**config.mk**
```make
export PLATFORM = sky130hd
export DESIGN_NAME = mii_packet_tx
export DESIGN_NICKNAME = d
export VERILOG_FILES = /design/src/rtl/mii_packet_tx_pkg.sv /design/src/rtl/mii_packet_tx_crc32_d8.sv /design/src/rtl/mii_packet_tx.sv
export SDC_FILE = /design/constraint.sdc
export NUM_CORES = 1
export LEC_CHECK = 0
export BUFFER_PORTS_ARGS = -buffer_cell sky130_fd_sc_hd__clkbuf_2
export CAP_MARGIN = 20
export CORE_MARGIN = 4
export CORE_UTILIZATION = 50
export DETAILED_ROUTE_END_ITERATION = 10
export PLACE_DENSITY = 0.7
export SLEW_MARGIN = 20
export SYNTH_ARGS = -nofsm -noshare
export SYNTH_HDL_FRONTEND = slang
export SYNTH_SLANG_ARGS = --single-unit
export TNS_END_PERCENT = 30
```
**constraint.sdc**
```tcl
create_clock -name iclk -period 2.5 [get_ports iclk]
set_input_delay 0.25 -clock iclk [delete_from_list [all_inputs] [get_ports iclk]]
set_output_delay 0.25 -clock iclk [all_outputs]
set_load 0.1 [all_outputs]
```
**src/rtl/mii_packet_tx_pkg.sv**
```systemverilog
// mii_tx_pkg: FSM encoding plus framing and CRC-32 constants shared by mii_packet_tx.
// The FCS state exists only when PKT_TX_FCS_EN is defined.
package mii_tx_pkg;
`ifdef PKT_TX_FCS_EN
    typedef enum logic [2:0] {IDLE, PREAMBLE, SFD, DATA, FCS, IFG} state_e;
`else
    typedef enum logic [2:0] {IDLE, PREAMBLE, SFD, DATA, IFG} state_e;
`endif
    localparam logic [7:0]  PREAMBLE_BYTE = 8'h55;
    localparam logic [7:0]  SFD_BYTE      = 8'hD5;
    localparam logic [31:0] CRC_POLY      = 32'h04C11DB7;
    localparam logic [31:0] CRC_INIT      = 32'hFFFFFFFF;
    localparam logic [31:0] CRC_XOR       = 32'hFFFFFFFF;

    function automatic logic [31:0] bitrev32(input logic [31:0] x);
        for (int i = 0; i < 32; i++) bitrev32[i] = x[31-i];
    endfunction
endpackage

```
**src/rtl/mii_packet_tx_crc32_d8.sv**
```systemverilog
// crc32_d8: reflected CRC-32 accumulator, one byte per enabled cycle.
// crc_o already carries the final XOR, so its low byte is the first FCS byte.
module crc32_d8
    import mii_tx_pkg::*;
(
    input  logic        clk,
    input  logic        rst,
    input  logic        init_i,
    input  logic        en_i,
    input  logic [7:0]  d_i,
    output logic [31:0] crc_o
);
    localparam logic [31:0] POLY_R = bitrev32(CRC_POLY);

    logic [31:0] crc_q, crc_d, nxt;

    always_comb begin
        nxt = crc_q ^ {24'b0, d_i};
        for (int i = 0; i < 8; i++) nxt = nxt[0] ? (nxt >> 1) ^ POLY_R : nxt >> 1;
        crc_d = init_i ? CRC_INIT : en_i ? nxt : crc_q;
    end

    always_ff @(posedge clk) crc_q <= rst ? CRC_INIT : crc_d;

    assign crc_o = crc_q ^ CRC_XOR;
endmodule

```
**src/rtl/mii_packet_tx.sv**
```systemverilog
// mii_packet_tx: pops lengths, reads the packet store, emits preamble/SFD/payload then an IFG.
// Define PKT_TX_FCS_EN to append a CRC-32 FCS after the payload.
module mii_packet_tx
    import mii_tx_pkg::*;
#(
    parameter  int pDATA_WIDTH   = 8,
    parameter  int pDEPTH_RAM    = 2048,
    parameter  int pPREAMBLE_LEN = 7,
    parameter  int pIFG_LEN      = 12,
    localparam int AW            = $clog2(pDEPTH_RAM)
) (
    input  logic                   iclk,
    input  logic                   i_rst,
    input  logic                   i_tx_enable,
    input  logic                   i_abort,
    input  logic [AW-1:0]          i_len,
    input  logic                   i_len_empty,
    output logic                   o_len_rd,
    output logic [AW-1:0]          o_rd_addr,
    input  logic [pDATA_WIDTH-1:0] i_rd_data,
    output logic                   otx_en,
    output logic [pDATA_WIDTH-1:0] otx_d,
    output logic                   o_busy,
    output logic                   o_pkt_done
);
    localparam int CW = 16;
    localparam logic [AW:0] DEPTH = (AW+1)'(pDEPTH_RAM);

    state_e                 state_q, state_d;
    logic [AW-1:0]          len_q, len_d, ptr_q, ptr_d, end_q, end_d, ptr_inc;
    logic [CW-1:0]          ph_q, ph_d;
    logic                   en_q, en_d, done_q, done_d, len_rd;
    logic [pDATA_WIDTH-1:0] txd_q, txd_d;
    logic [AW:0]            sum;
`ifdef PKT_TX_FCS_EN
    logic                   crc_init, crc_en;
    logic [31:0]            fcs;

    crc32_d8 u_crc (
        .clk(iclk), .rst(i_rst), .init_i(crc_init), .en_i(crc_en), .d_i(i_rd_data), .crc_o(fcs)
    );
`endif

    always_comb begin
        state_d = state_q;
        len_d   = len_q;
        ptr_d   = ptr_q;
        end_d   = end_q;
        ph_d    = ph_q;
        en_d    = en_q;
        txd_d   = txd_q;
        done_d  = 1'b0;
        len_rd  = 1'b0;
`ifdef PKT_TX_FCS_EN
        crc_init = 1'b0;
        crc_en   = 1'b0;
`endif
        sum     = {1'b0, ptr_q} + {1'b0, i_len};
        ptr_inc = (ptr_q == AW'(pDEPTH_RAM - 1)) ? '0 : ptr_q + 1'b1;
        case (state_q)
            IDLE: if (i_tx_enable && !i_len_empty) begin
                len_rd = 1'b1;
                len_d  = i_len;
                end_d  = (sum >= DEPTH) ? AW'(sum - DEPTH) : AW'(sum);
`ifdef PKT_TX_FCS_EN
                crc_init = 1'b1;
`endif
                if (i_len != '0) begin
                    state_d = PREAMBLE;
                    en_d    = 1'b1;
                    txd_d   = pDATA_WIDTH'(PREAMBLE_BYTE);
                    ph_d    = CW'(1);
                end
            end
            PREAMBLE: if (ph_q == CW'(pPREAMBLE_LEN)) begin
                state_d = SFD;
                txd_d   = pDATA_WIDTH'(SFD_BYTE);
            end else begin
                ph_d  = ph_q + 1'b1;
                txd_d = pDATA_WIDTH'(PREAMBLE_BYTE);
            end
            SFD, DATA: if (state_q == SFD || len_q != '0) begin
                state_d = DATA;
                txd_d   = i_rd_data;
                ptr_d   = ptr_inc;
                len_d   = len_q - 1'b1;
`ifdef PKT_TX_FCS_EN
                crc_en  = 1'b1;
`endif
            end else begin
`ifdef PKT_TX_FCS_EN
                state_d = FCS;
                txd_d   = pDATA_WIDTH'(fcs[7:0]);
                ph_d    = CW'(1);
`else
                state_d = IFG;
                en_d    = 1'b0;
                done_d  = 1'b1;
                txd_d   = '0;
                ph_d    = CW'(1);
`endif
            end
`ifdef PKT_TX_FCS_EN
            FCS: if (ph_q == CW'(4)) begin
                state_d = IFG;
                en_d    = 1'b0;
                done_d  = 1'b1;
                txd_d   = '0;
                ph_d    = CW'(1);
            end else begin
                txd_d = pDATA_WIDTH'(fcs >> {ph_q[1:0], 3'b000});
                ph_d  = ph_q + 1'b1;
            end
`endif
            IFG: if (ph_q == CW'(pIFG_LEN)) state_d = IDLE; else ph_d = ph_q + 1'b1;
            default: state_d = IDLE;
        endcase
        // Abort wins over everything, including the last-byte transition.
        if (en_q && i_abort) begin
            state_d = IFG;
            en_d    = 1'b0;
            done_d  = 1'b1;
            txd_d   = '0;
            ph_d    = CW'(1);
            ptr_d   = end_q;
        end
    end

    always_ff @(posedge iclk) begin
        if (i_rst) begin
            state_q <= IDLE;
            len_q   <= '0;
            ptr_q   <= '0;
            end_q   <= '0;
            ph_q    <= '0;
            en_q    <= 1'b0;
            txd_q   <= '0;
            done_q  <= 1'b0;
        end else begin
            state_q <= state_d;
            len_q   <= len_d;
            ptr_q   <= ptr_d;
            end_q   <= end_d;
            ph_q    <= ph_d;
            en_q    <= en_d;
            txd_q   <= txd_d;
            done_q  <= done_d;
        end
    end

    assign o_len_rd   = len_rd & ~i_rst;
    assign o_rd_addr  = ptr_q;
    assign otx_en     = en_q;
    assign otx_d      = txd_q;
    assign o_busy     = state_q != IDLE;
    assign o_pkt_done = done_q;
endmodule

```
# Word level (Yosys, flattened, before mapping)
# Index checks and enable logic that the tools add are counted.
# word_totals
reg_bits	62
in_bits	24
out_inout_bits	23
elab_cells	101
# op_classes
n_addsub	5
n_lt_le_gt_ge	1
eq_ne	22
muxes	36
n_bitwise	2
n_reduce_logical	25
# ops
operator	n
$mux W16	5
$mux W11	7
$pmux W16 S4	1
$mux W8	4
$pmux W8 S3	1
$pmux W11 S2	1
$reduce_bool A11 Y1	2
$sub A11 B1 Y11 const B	2
$ne A3 B3 Y1 const B	7
$mux W3	6
$add A16 B1 Y16 const B	1
$eq A16 B3 Y1 const B	1
$eq A16 B4 Y1 const B	1
$ne A2 B2 Y1 const B	8
$add A11 B11 Y12	1
$ge A12 B12 Y1 const B	1
$pmux W3 S4	1
$reduce_and A4 Y1	3
$reduce_and A6 Y1	2
$add A11 B1 Y11 const B	1
$eq A11 B11 Y1 const B	1
$mux W1	9
$eq A3 B2 Y1 const B	2
$reduce_and A3 Y1	2
15 further kinds	21

# Depth between registers and ports, before layout
# Gate-level depths: netlist of run 1.
# depth
depth_word	5
ltp_mapped	9
depth_no_buf	8

# Least setup slack after synthesis of run 1
# Ideal clock, no wire load.
# synth_timing
path_type	flip-flop to flip-flop
start	register ptr_q[2] (netlist: o_rd_addr[2])
end	register end_q[10]
setup_time_ns	0.091
arrival_ns	2.641
t_required_ns	2.409
slack_ns	-0.232
stages_incl_launch_ff	7
n_path_buf	0
synth_period_minus_slack_ns	2.732
cell_sequence	dfxtp_1 ha_1 nor2b_1 o31ai_1 a211oi_1 or4_1 a311oi_1
# synth_between
elab_chain_cells	3
word_cells_on_any_way	4
classes_between	2 x add/sub; 1 x order compare; 1 x mux
# synth_lines
item	line	source
start: declaration	mii_packet_tx.sv:30	logic [AW-1:0] len_q, len_d, ptr_q, ptr_d, end_q, end_d, ptr_inc;
start signal: assignment	mii_packet_tx.sv:142	ptr_q <= ptr_d;
$add A11 B11 Y12 (*)	mii_packet_tx.sv:58	sum = {1'b0, ptr_q} + {1'b0, i_len};
$sub A11 B1 Y11 / $ge A12 B12 Y1 (equally long branches)	mii_packet_tx.sv:64	end_d = (sum >= DEPTH) ? AW'(sum - DEPTH) : AW'(sum);
$mux W11 (*)	mii_packet_tx.sv:64	
end signal: assignment	mii_packet_tx.sv:143	end_q <= end_d;
end: declaration	mii_packet_tx.sv:30	
# Mark *: on every way between the ends. The rest lies on a longest branch, timed or not.
# A chain may end at the register's enable or synchronous reset.

# Worst setup path in the final report of run 1
# layout_timing
start	register state_q[2]
end	output o_len_rd
# layout_between
elab_chain_cells	3
# layout_lines
item	line	source
start: declaration	mii_packet_tx.sv:29	state_e state_q, state_d;
start signal: assignment	mii_packet_tx.sv:140	state_q <= state_d;
$logic_not A3 Y1	mii_packet_tx.sv:60	case (state_q)
$mux W1	mii_packet_tx.sv:60	
$and A1 B1 Y1	mii_packet_tx.sv:151	assign o_len_rd = len_rd & ~i_rst;
end: declaration	mii_packet_tx.sv:18	output logic o_len_rd,
# No other way between the ends.

==> summary.md, run 1 <==
| Metric | Value |
|---|---|
| Outcome | complete, no violations |
| Routed WL per cell | 16.83 microns |
| Mean Syn Cell Area | 8.053 sq um |
| TritonCTS buffer count | 9 |
| Row count | 31 |
| Total track usage | 24.40% |
| Synth top cells by count | 62 x dfxtp_1, 45 x a21oi_1, 44 x nor2_1 |
| Die Wd | 96.02 microns |
| Post-synthesis cell type count | 61 |
| Hold buffers post-CTS | 0 |
| DR pass1 iterations | 4 |
| Most common flop cell mapped by yosys | dfxtp_1 |
| Largest net degree at the start of global routing | 34 |
| Layout Skew | 0.007140 ns |
| Post-DR vias/cell | 6.235 |
| Final Cell Area | 4446 sq um |
| Slew Viols, Final | 0 |
| Setup slack, reg-to-reg | 0.22 ns |
| Worst-Skew Late Latency | 0.35 ns |
| Hpwl dp | 7.907 mm |
| Crit path from | state_q[2]$_SDFFE_PP0P_ |
| Post-synth EDFFs | 0 |
| Antenna Nets Post-Route | 0 |
| Cell taking the most area after synthesis | dfxtp_1 |
| Initial Utilization | 52.29% |
| CTS sink count | 62 |
| Drt total wl | 10.65 mm |
| Pleak | 1.658 nW |
| Post-synthesis async set-or-reset flop share | 0% |
| Area Growth Syn to Fin | 14.76% |
| HP Class | input pin to flop |
| # port buffers | 46 |
| Initial antenna violation count | 0 |
| Register area share after synthesis | 32.04% |
| PwrDens | 1035 nW/um^2 |
| Crit-path max FO | 7 |
| CP startpoint kind | flop |
| Placed cell area | 4232 sq um |
| Tmin final | 2.295 ns |
| Worst vdd ir | 0.0005225 V |
| Grt ovf | 0 |
| Core Box Area | 7408 sq um |
| Ys Warns | 0 |
| RSZ-0062 raised after global routing | no |
| Req. time, crit path | 2.25 ns |
| WHS Path Cells | 3 |
| RR Endpoint | ph_q[8]$_SDFFE_PP0P_ |
| Final core utilization | 60.01% |
| H-Tree Depth | 3 |
| First DRT Iteration DRCs | 256 |
| Beginning of the worst register-to-register path | len_q[0]$_SDFFE_PP0P_ |
| IO Pins | 47 |
| Post-synthesis cell area | 3874 sq um |
| Synth Instances | 481 |
| Worst-margin pin slew | 0.7544 ns |
| Vias in the first global route | 3519 |
| Syn nets | 521 |
| Final setup viols | 0 |
| CTS tree | built |
| CP endpoint | o_len_rd |
| Nets | 569 |
| First-pass GRT wire length | 17.39 mm |
| Max clock buf depth | 2 |
| Reg clk slew, reported paths | 0.07 ns |
| Fin crit share | 91.80% |
| Synth top area cells | dfxtp_1 32%, a21oi_1 5.8%, ha_1 4.8% |
| Highest clock rate | 435.7 MHz |
| Vias | 3947 |
| Final Hold Vio Count | 0 |
| Top-count cell post-synth | dfxtp_1 |
| Crit end category | output pin |
| Post-route DRC | 0 |
| Share of cells above drive strength 1 | 19.10% |
| Die height | 96.02 microns |
| Clk root buf | clkbuf_8 |
| Die area | 9220 sq um |
| Maxcap violations | 0 |
| Diodes inserted | 0 |
| GP Congestion | 0.9514 |
| Worst Path Arrival | 2.04 ns |
| Max_slew headroom | 49.60% |
| Worst Reg2Reg Path Length in Cells | 7 |
| Top-area cell type share of the netlist area | 32.04% |
| Yosys reg bits | 62 |
| Worst setup path category | flop to output pin |
worst max-delay path: stages (launching register included):
cell and delay (ns):
dfxtp_1 0.38, nor3_1 0.26, inv_1 0.13, or3_1 0.48
clkinvlp_4 0.12, clkbuf_4 0.32
power by group:
part | internal [mW] | switching (mW)
sequential | 1.18 | 0.206
combinational | 0.642 | 1.65
clock | 0.512 | 0.414
cells by family (layout without fill, tap and decap cells):
family                   after synthesis  after routing  synth area share (%)
flip-flops                            62             62                 32.04
AND/OR/NAND/NOR                      197            197                 28.88
XOR/XNOR                               7              7                 1.583
AO/OA/AOI/OAI                        155            155                 26.49
multiplexers                           3              3                0.7752
adder cells (fa/ha/maj)               16             16                 5.362
buffers and inverters                 41             94                 4.877
placed cells by master, fill, tap and decap left out, types with 4 or more instances in the layout:
master,count
nand2_1,39
and4_1,7
or4_1,13
a22oi_1,5
clkbuf_8,11
inv_1,15
o22ai_1,6
xor2_1,6
o31ai_1,13
dfxtp_2,5
a21oi_1,45
a211oi_1,15
nor2_1,43
or2_2,4
o21ai_0,22
nand2b_1,5
clkbuf_2,45
ha_1,15
nand3b_1,8
nor3b_1,5
nand4_1,12
clkinvlp_4,4
and2_1,5
nand3_1,15
dfxtp_1,57
nor4_1,6
a31oi_1,6
buf_4,16
nor3_1,17
o211ai_1,6
o21a_1,8
routing by layer:
metal	global-route usage (%)	part of all wire, %
met1	34.30	48
met3	5.160	5.7
met5	0	0
met2	37.55	45
met4	6.991	1.5
metrics by stage:
step	setup WS (ns)	hold WS [ns]	TNS (ns)	power (mW)	cells
finish	0.2050	0.1435	0	4.603	633
detailed placement	0.1428	0.4668	0	3.674	617
floorplan	-0.01572	0.3983	-0.01572	3.191	481
global placement	0.2431	0.4571	0	3.633	617
CTS	0.06251	0.1331	0	4.606	633
global route	0.04542	0.1547	0	4.903	633
registers in the layout, summed over array words and instances, names as in the netlist:
register    flops
state_q         3
end_q          11
len_q          11
otx_d           8
o_rd_addr      11
o_pkt_done      1
otx_en          1
ph_q           16
what timing repair did:
item / in CTS / in global routing
gates resized for setup: 0 / 3
setup buffers: 0 / 0
endpoints found under the setup margin: 0 / 2
how the worst min path moves through the flow:
stage | from | end | slack, ns
after floorplan | i_rd_data[1] | otx_d[1]$_SDFFE_PP0P_ | 0.40
after global placement | end_q[1]$_SDFFE_PP0P_ | o_rd_addr[1]$_SDFFE_PP0P_ | 0.46
after detailed placement | end_q[0]$_SDFFE_PP0P_ | end_q[0]$_SDFFE_PP0P_ | 0.47
after CTS | i_rd_data[2] | otx_d[2]$_SDFFE_PP0P_ | 0.13
after global routing | i_rd_data[2] | otx_d[2]$_SDFFE_PP0P_ | 0.15
final | i_rd_data[1] | otx_d[1]$_SDFFE_PP0P_ | 0.14
layout make-up:
type / instances / area (sq um)
Clock inverter: 5 / 57.56
Fill cell: 673 / 2963
Inverter: 16 / 63.81
Clock buffer: 11 / 151.4
Sequential cell: 62 / 1247
Timing Repair Buffer: 62 / 352.8
Multi-Input combinational cell: 378 / 2449
Tap cell: 99 / 123.9
Power figures use the tool's default switching activity.
==> run 2, diff against run 1 <==
--- a/config.mk
+++ b/config.mk
@@ -7,9 +7,10 @@
 export LEC_CHECK = 0
 export BUFFER_PORTS_ARGS = -buffer_cell sky130_fd_sc_hd__clkbuf_2
 export CAP_MARGIN = 20
-export CORE_MARGIN = 4
+export CORE_MARGIN = 2
 export CORE_UTILIZATION = 50
 export DETAILED_ROUTE_END_ITERATION = 10
+export MAX_ROUTING_LAYER = met4
 export PLACE_DENSITY = 0.7
 export SLEW_MARGIN = 20
 export SYNTH_ARGS = -nofsm -noshare
==> summary.md, run 2 (synthesis gave the netlist of run 1 again) <==
| Metric | Value |
|---|---|
| Outcome | complete, no violations |
| DR pass1 iterations | 5 |
| Initial Utilization | 50.92% |
| Worst vdd ir | 0.0005416 V |
| Worst Path Arrival | 2.12 ns |
| Reg clk slew, reported paths | 0.07 ns |
| Worst-Skew Late Latency | 0.35 ns |
| Total track usage | 27.25% |
| Core Box Area | 7607 sq um |
| H-Tree Depth | 3 |
| Worst-margin pin slew | 0.7467 ns |
| Setup bufs post-CTS | 0 |
| CP cell instances | nor3_1 > inv_1 > or3_1 > clkinvlp_4 > buf_2 |
| Setup slack, reg-to-reg | 0.19 ns |
| Pleak | 1.642 nW |
| PwrDens | 1049 nW/um^2 |
| Hold buffers post-CTS | 0 |
| CTS sink count | 62 |
| First DRT Iteration DRCs | 204 |
| Maxcap violations | 0 |
| Final setup viols | 0 |
| Sequential power share | 30.3% |
| Largest register FFs | 16 |
| HP Class | input pin to flop |
| Nets | 562 |
| Post-DR vias/cell | 6.238 |
| RSZ-0062 raised after global routing | no |
| Worst setup path category | flop to output pin |
| Crit end category | output pin |
| # port buffers | 46 |
| Hpwl dp | 7.765 mm |
| Placed insts | 613 |
| CP startpoint kind | flop |
| Diodes inserted | 0 |
| Drt total wl | 10.97 mm |
| P_sw | 2.307 mW |
| Post-Layout Cell Count | 629 |
| Commonest non-fill, non-tap cells in the layout | 57 x dfxtp_1, 45 x clkbuf_2, 44 x a21oi_1 |
| Antenna Nets Post-Route | 0 |
| CP endpoint | o_len_rd |
| Req. time, crit path | 2.25 ns |
| Final Hold Vio Count | 0 |
| Combinational Power Share | 49.5% |
| Max clock buf depth | 2 |
| GP Congestion | 0.8946 |
| Initial antenna violation count | 0 |
| Layout Skew | 0.008542 ns |
| Slowest stage delay, CP | 0.48 ns |
| Beginning of the worst register-to-register path | len_q[1]$_SDFFE_PP0P_ |
| Power, Total | 4.612 mW |
| Vias in the first global route | 3684 |
| Int Power | 2.306 mW |
| Die area | 8468 sq um |
| Crit-path max FO | 7 |
| Die height | 92.02 microns |
| Most common cell after layout, fill and taps aside | dfxtp_1 |
| IO Pins | 47 |
| Worst Reg2Reg Path Length in Cells | 7 |
| First-pass GRT wire length | 18.04 mm |
| Clock power share | 20.2% |
| Share of cells above drive strength 1 | 18.03% |
| Clk root buf | clkbuf_8 |
| Routed WL per cell | 17.44 microns |
| WHS Path Cells | 3 |
| Slew Viols, Final | 0 |
| Vias | 3924 |
| Reg with most FFs | ph_q |
| Crit path from | state_q[2]$_SDFFE_PP0P_ |
| Tmin final | 2.371 ns |
| CTS tree | built |
| Switching Fraction | 50.01% |
| Area Growth Syn to Fin | 13.53% |
| Post-route DRC | 0 |
| Crit-path slowest cell | or3_1 |
| Max_slew headroom | 50.22% |
| Largest net degree at the start of global routing | 34 |
| TritonCTS buffer count | 9 |
| Highest clock rate | 421.7 MHz |
| Fin crit share | 94.85% |
| RR Endpoint | len_q[0]$_SDFFE_PP0P_ |
| Row count | 32 |
| Die Wd | 92.02 microns |
| Grt ovf | 0 |
[run 2: metrics by stage]
| stage | hold WS (ns) | setup TNS, ns | worst slack, ns | instance area [sq um] | util (%) |
|---|---|---|---|---|---|
| after floorplan | 0.3983 | -0.01572 | -0.01572 | 3884 | - |
| after global placement | 0.4467 | 0 | 0.2288 | 4183 | 54.98 |
| after detailed placement | 0.4506 | 0 | 0.1090 | 4183 | 54.98 |
| after CTS | 0.1357 | 0 | 0.08826 | 4383 | 57.62 |
| after global routing | 0.1542 | 0 | 0.003184 | 4398 | 57.81 |
| final | 0.1382 | 0 | 0.1288 | 4398 | 57.81 |
[run 2: power by group through the flow]
stage	Sequential [mW]	Clock [mW]	Combinational [mW]
3_3_place_gp	1.40	0	2.19
6_report	1.40	0.931	2.28
3_5_place_dp	1.40	0	2.24
2_1_floorplan	1.82	0	1.37
4_1_cts	1.39	0.936	2.25
5_1_grt	1.42	0.988	2.47
[run 2: layout make-up]
cell class / count / area [sq um]
timing repair buffer: 55 / 297.8
tap: 102 / 127.6
multi-input combinational: 378 / 2461
fill: 761 / 3209
clock buffer: 12 / 155.1
clock inverter: 4 / 45.04
sequential: 62 / 1247
inverter: 16 / 63.81
[run 2: per-layer routing]
layer  wire (microns)  vias to the layer above  GRT usage [%]
met3              607                       20          4.684
met5                0                        -              -
met1             5232                     1873          37.24
met4              182                        0          9.080
met2             4944                      113          41.12
li1                 -                     1918              -
[run 2: timing repair]
item / CTS / global route
setup endpoints to repair: 0 / 9
resized for setup: 0 / 4
endpoints found under the hold margin: 0 / 0
[run 2: how the worst min path moves through the flow]
stage                                startpoint               endpoint  slack, ns
after floorplan                    i_rd_data[1]  otx_d[1]$_SDFFE_PP0P_       0.40
after global placement    end_q[0]$_SDFFE_PP0P_  end_q[0]$_SDFFE_PP0P_       0.45
after detailed placement  end_q[3]$_SDFFE_PP0P_  end_q[3]$_SDFFE_PP0P_       0.45
after CTS                          i_rd_data[1]  otx_d[1]$_SDFFE_PP0P_       0.14
after global routing               i_rd_data[1]  otx_d[1]$_SDFFE_PP0P_       0.15
final                              i_rd_data[1]  otx_d[1]$_SDFFE_PP0P_       0.14
[run 2: worst max-delay path, delay by kind of cell (launching register included)]
family	cells	cell delay, ns
AND/OR/NAND/NOR	2	0.74
buffers and inverters	3	0.67
flip-flops	1	0.38
==> run 3, diff against run 2 <==
--- a/config.mk
+++ b/config.mk
@@ -11,7 +11,7 @@
 export CORE_UTILIZATION = 50
 export DETAILED_ROUTE_END_ITERATION = 10
 export MAX_ROUTING_LAYER = met4
-export PLACE_DENSITY = 0.7
+export PLACE_DENSITY = 0.73
 export SLEW_MARGIN = 20
 export SYNTH_ARGS = -nofsm -noshare
 export SYNTH_HDL_FRONTEND = slang
==> summary.md, run 3 (synthesis gave the netlist of run 1 again) <==
| Metric | Value |
|---|---|
| Worst vdd ir | 0.0005011 V |
| Post-route DRC | 0 |
| Final Hold Vio Count | 0 |
| RSZ-0062 raised after global routing | no |
| Crit path from | state_q[2]$_SDFFE_PP0P_ |
| Req. time, crit path | 2.25 ns |
| Worst-Skew Late Latency | 0.35 ns |
| Core Box Area | 7607 sq um |
| H-Tree Depth | 3 |
| Nets | 564 |
| Grt ovf | 0 |
| First DRT Iteration DRCs | 306 |
| Largest net degree at the start of global routing | 42 |
| Max_slew headroom | 52.02% |
| Final Cell Area | 4408 sq um |
| Die height | 92.02 microns |
| Hpwl dp | 7.653 mm |
| Vias | 3996 |
| Most common cell after layout, fill and taps aside | dfxtp_1 |
| Clk root buf | clkbuf_8 |
| CTS sink count | 62 |
| Share of cells above drive strength 1 | 18.15% |
| Commonest non-fill, non-tap cells in the layout | 57 x dfxtp_1, 46 x clkbuf_2, 45 x a21oi_1 |
| Vias in the first global route | 3601 |
| Die area | 8468 sq um |
| Reg with most FFs | ph_q |
| Maxcap violations | 0 |
| Crit end category | output pin |
| Diodes inserted | 0 |
| Final core utilization | 57.94% |
| Crit-path slowest cell | or3_1 |
| Reg clk slew, reported paths | 0.07 ns |
| Max clock buf depth | 2 |
| Fin crit share | 95.89% |
| Beginning of the worst register-to-register path | len_q[0]$_SDFFE_PP0P_ |
| Die Wd | 92.02 microns |
| Final setup viols | 0 |
| Routed WL per cell | 17.24 microns |
| Crit-path max FO | 7 |
| Placed cell area | 4198 sq um |
| TritonCTS buffer count | 9 |
| First-pass GRT wire length | 17.68 mm |
| DR pass1 iterations | 7 |
| # port buffers | 46 |
| Largest register FFs | 16 |
| PwrDens | 1046 nW/um^2 |
| Highest clock rate | 417.2 MHz |
| Worst setup path category | flop to output pin |
| Drt total wl | 10.88 mm |
| Antenna Nets Post-Route | 0 |
| Total track usage | 26.80% |
| Row count | 32 |
| Worst-margin pin slew | 0.7182 ns |
| Initial Utilization | 50.92% |
| Layout Skew | 0.009417 ns |
| Footprint of the multi-input gates | 2456 sq um |
| # fillers | 734 |
| Slowest stage delay, CP | 0.46 ns |
| Outcome | complete, no violations |
| Post-DR vias/cell | 6.333 |
| CP startpoint kind | flop |
| Slew Viols, Final | 0 |
| Register Area | 1247 sq um |
| HP Class | input pin to flop |
| CP cell instances | nor3_1 > inv_1 > or3_1 > clkinvlp_4 > clkbuf_2 |
| CTS tree | built |
| Worst Path Arrival | 2.15 ns |
| Pleak | 1.641 nW |
| GP Congestion | 0.9176 |
| Initial antenna violation count | 0 |
| Area Growth Syn to Fin | 13.79% |
| Tmin final | 2.397 ns |
| IO Pins | 47 |
| Worst Hold Launch | i_rd_data[3] |
run 3: changes by cell type in the layout (fill, tap and decap cells not counted), sizes merged:
cell,delta
buf,+1
clkbuf,+1
run 3: repair_timing:
action | in CTS | in global routing
setup endpoints to repair | 0 | 6
hold buffers | 0 | 0
buffers inserted | 0 | 0
resized for setup | 0 | 2
run 3: cell type report:
type / count / area share (%)
Tap cell: 102 / 2.895
Timing Repair Buffer: 57 / 7.096
Multi-Input combinational cell: 378 / 55.72
Clock buffer: 12 / 3.520
Sequential cell: 62 / 28.30
Inverter: 16 / 1.448
Clock inverter: 4 / 1.022
run 3: final timing paths:
kind,to,slack (ns),cells after the start
setup reg to reg,o_rd_addr[3]$_SDFFE_PP0P_,0.19,8
hold / removal,otx_d[3]$_SDFFE_PP0P_,0.14,3
hold reg to reg,end_q[0]$_SDFFE_PP0P_,0.46,2
setup / recovery,o_len_rd,0.10,5
run 3: worst max-delay path: cells and delay by family (launching register included):
family	cells	cell delay, ns
buffers and inverters	3	0.71
AND/OR/NAND/NOR	2	0.72
flip-flops	1	0.38
run 3: routing by layer:
| metal | global-route usage (%) | part of all wire [%] |
|---|---|---|
| met1 | 37.27 | 48 |
| met2 | 39.64 | 44 |
| met3 | 3.451 | 5.7 |
| met4 | 10.82 | 2.2 |
| met5 | - | 0 |
run 3: metrics by stage:
step / instances / setup WS [ns] / power (mW) / setup TNS (ns) / hold WS [ns]
floorplan: 481 / -0.01572 / 3.191 / -0.01572 / 0.3983
global placement: 615 / 0.2272 / 3.604 / 0 / 0.4358
detailed placement: 615 / 0.1185 / 3.647 / 0 / 0.4512
CTS: 631 / 0.07015 / 4.579 / 0 / 0.1380
global route: 631 / 0.04682 / 4.861 / 0 / 0.1660
finish: 631 / 0.1028 / 4.610 / 0 / 0.1434
run 3: report_power, final:
| part | leakage (nW) | switching [mW] | internal (mW) |
|---|---|---|---|
| registers | 0.508 | 0.210 | 1.18 |
| logic | 1.03 | 1.67 | 0.626 |
| clock network | 0.106 | 0.417 | 0.511 |
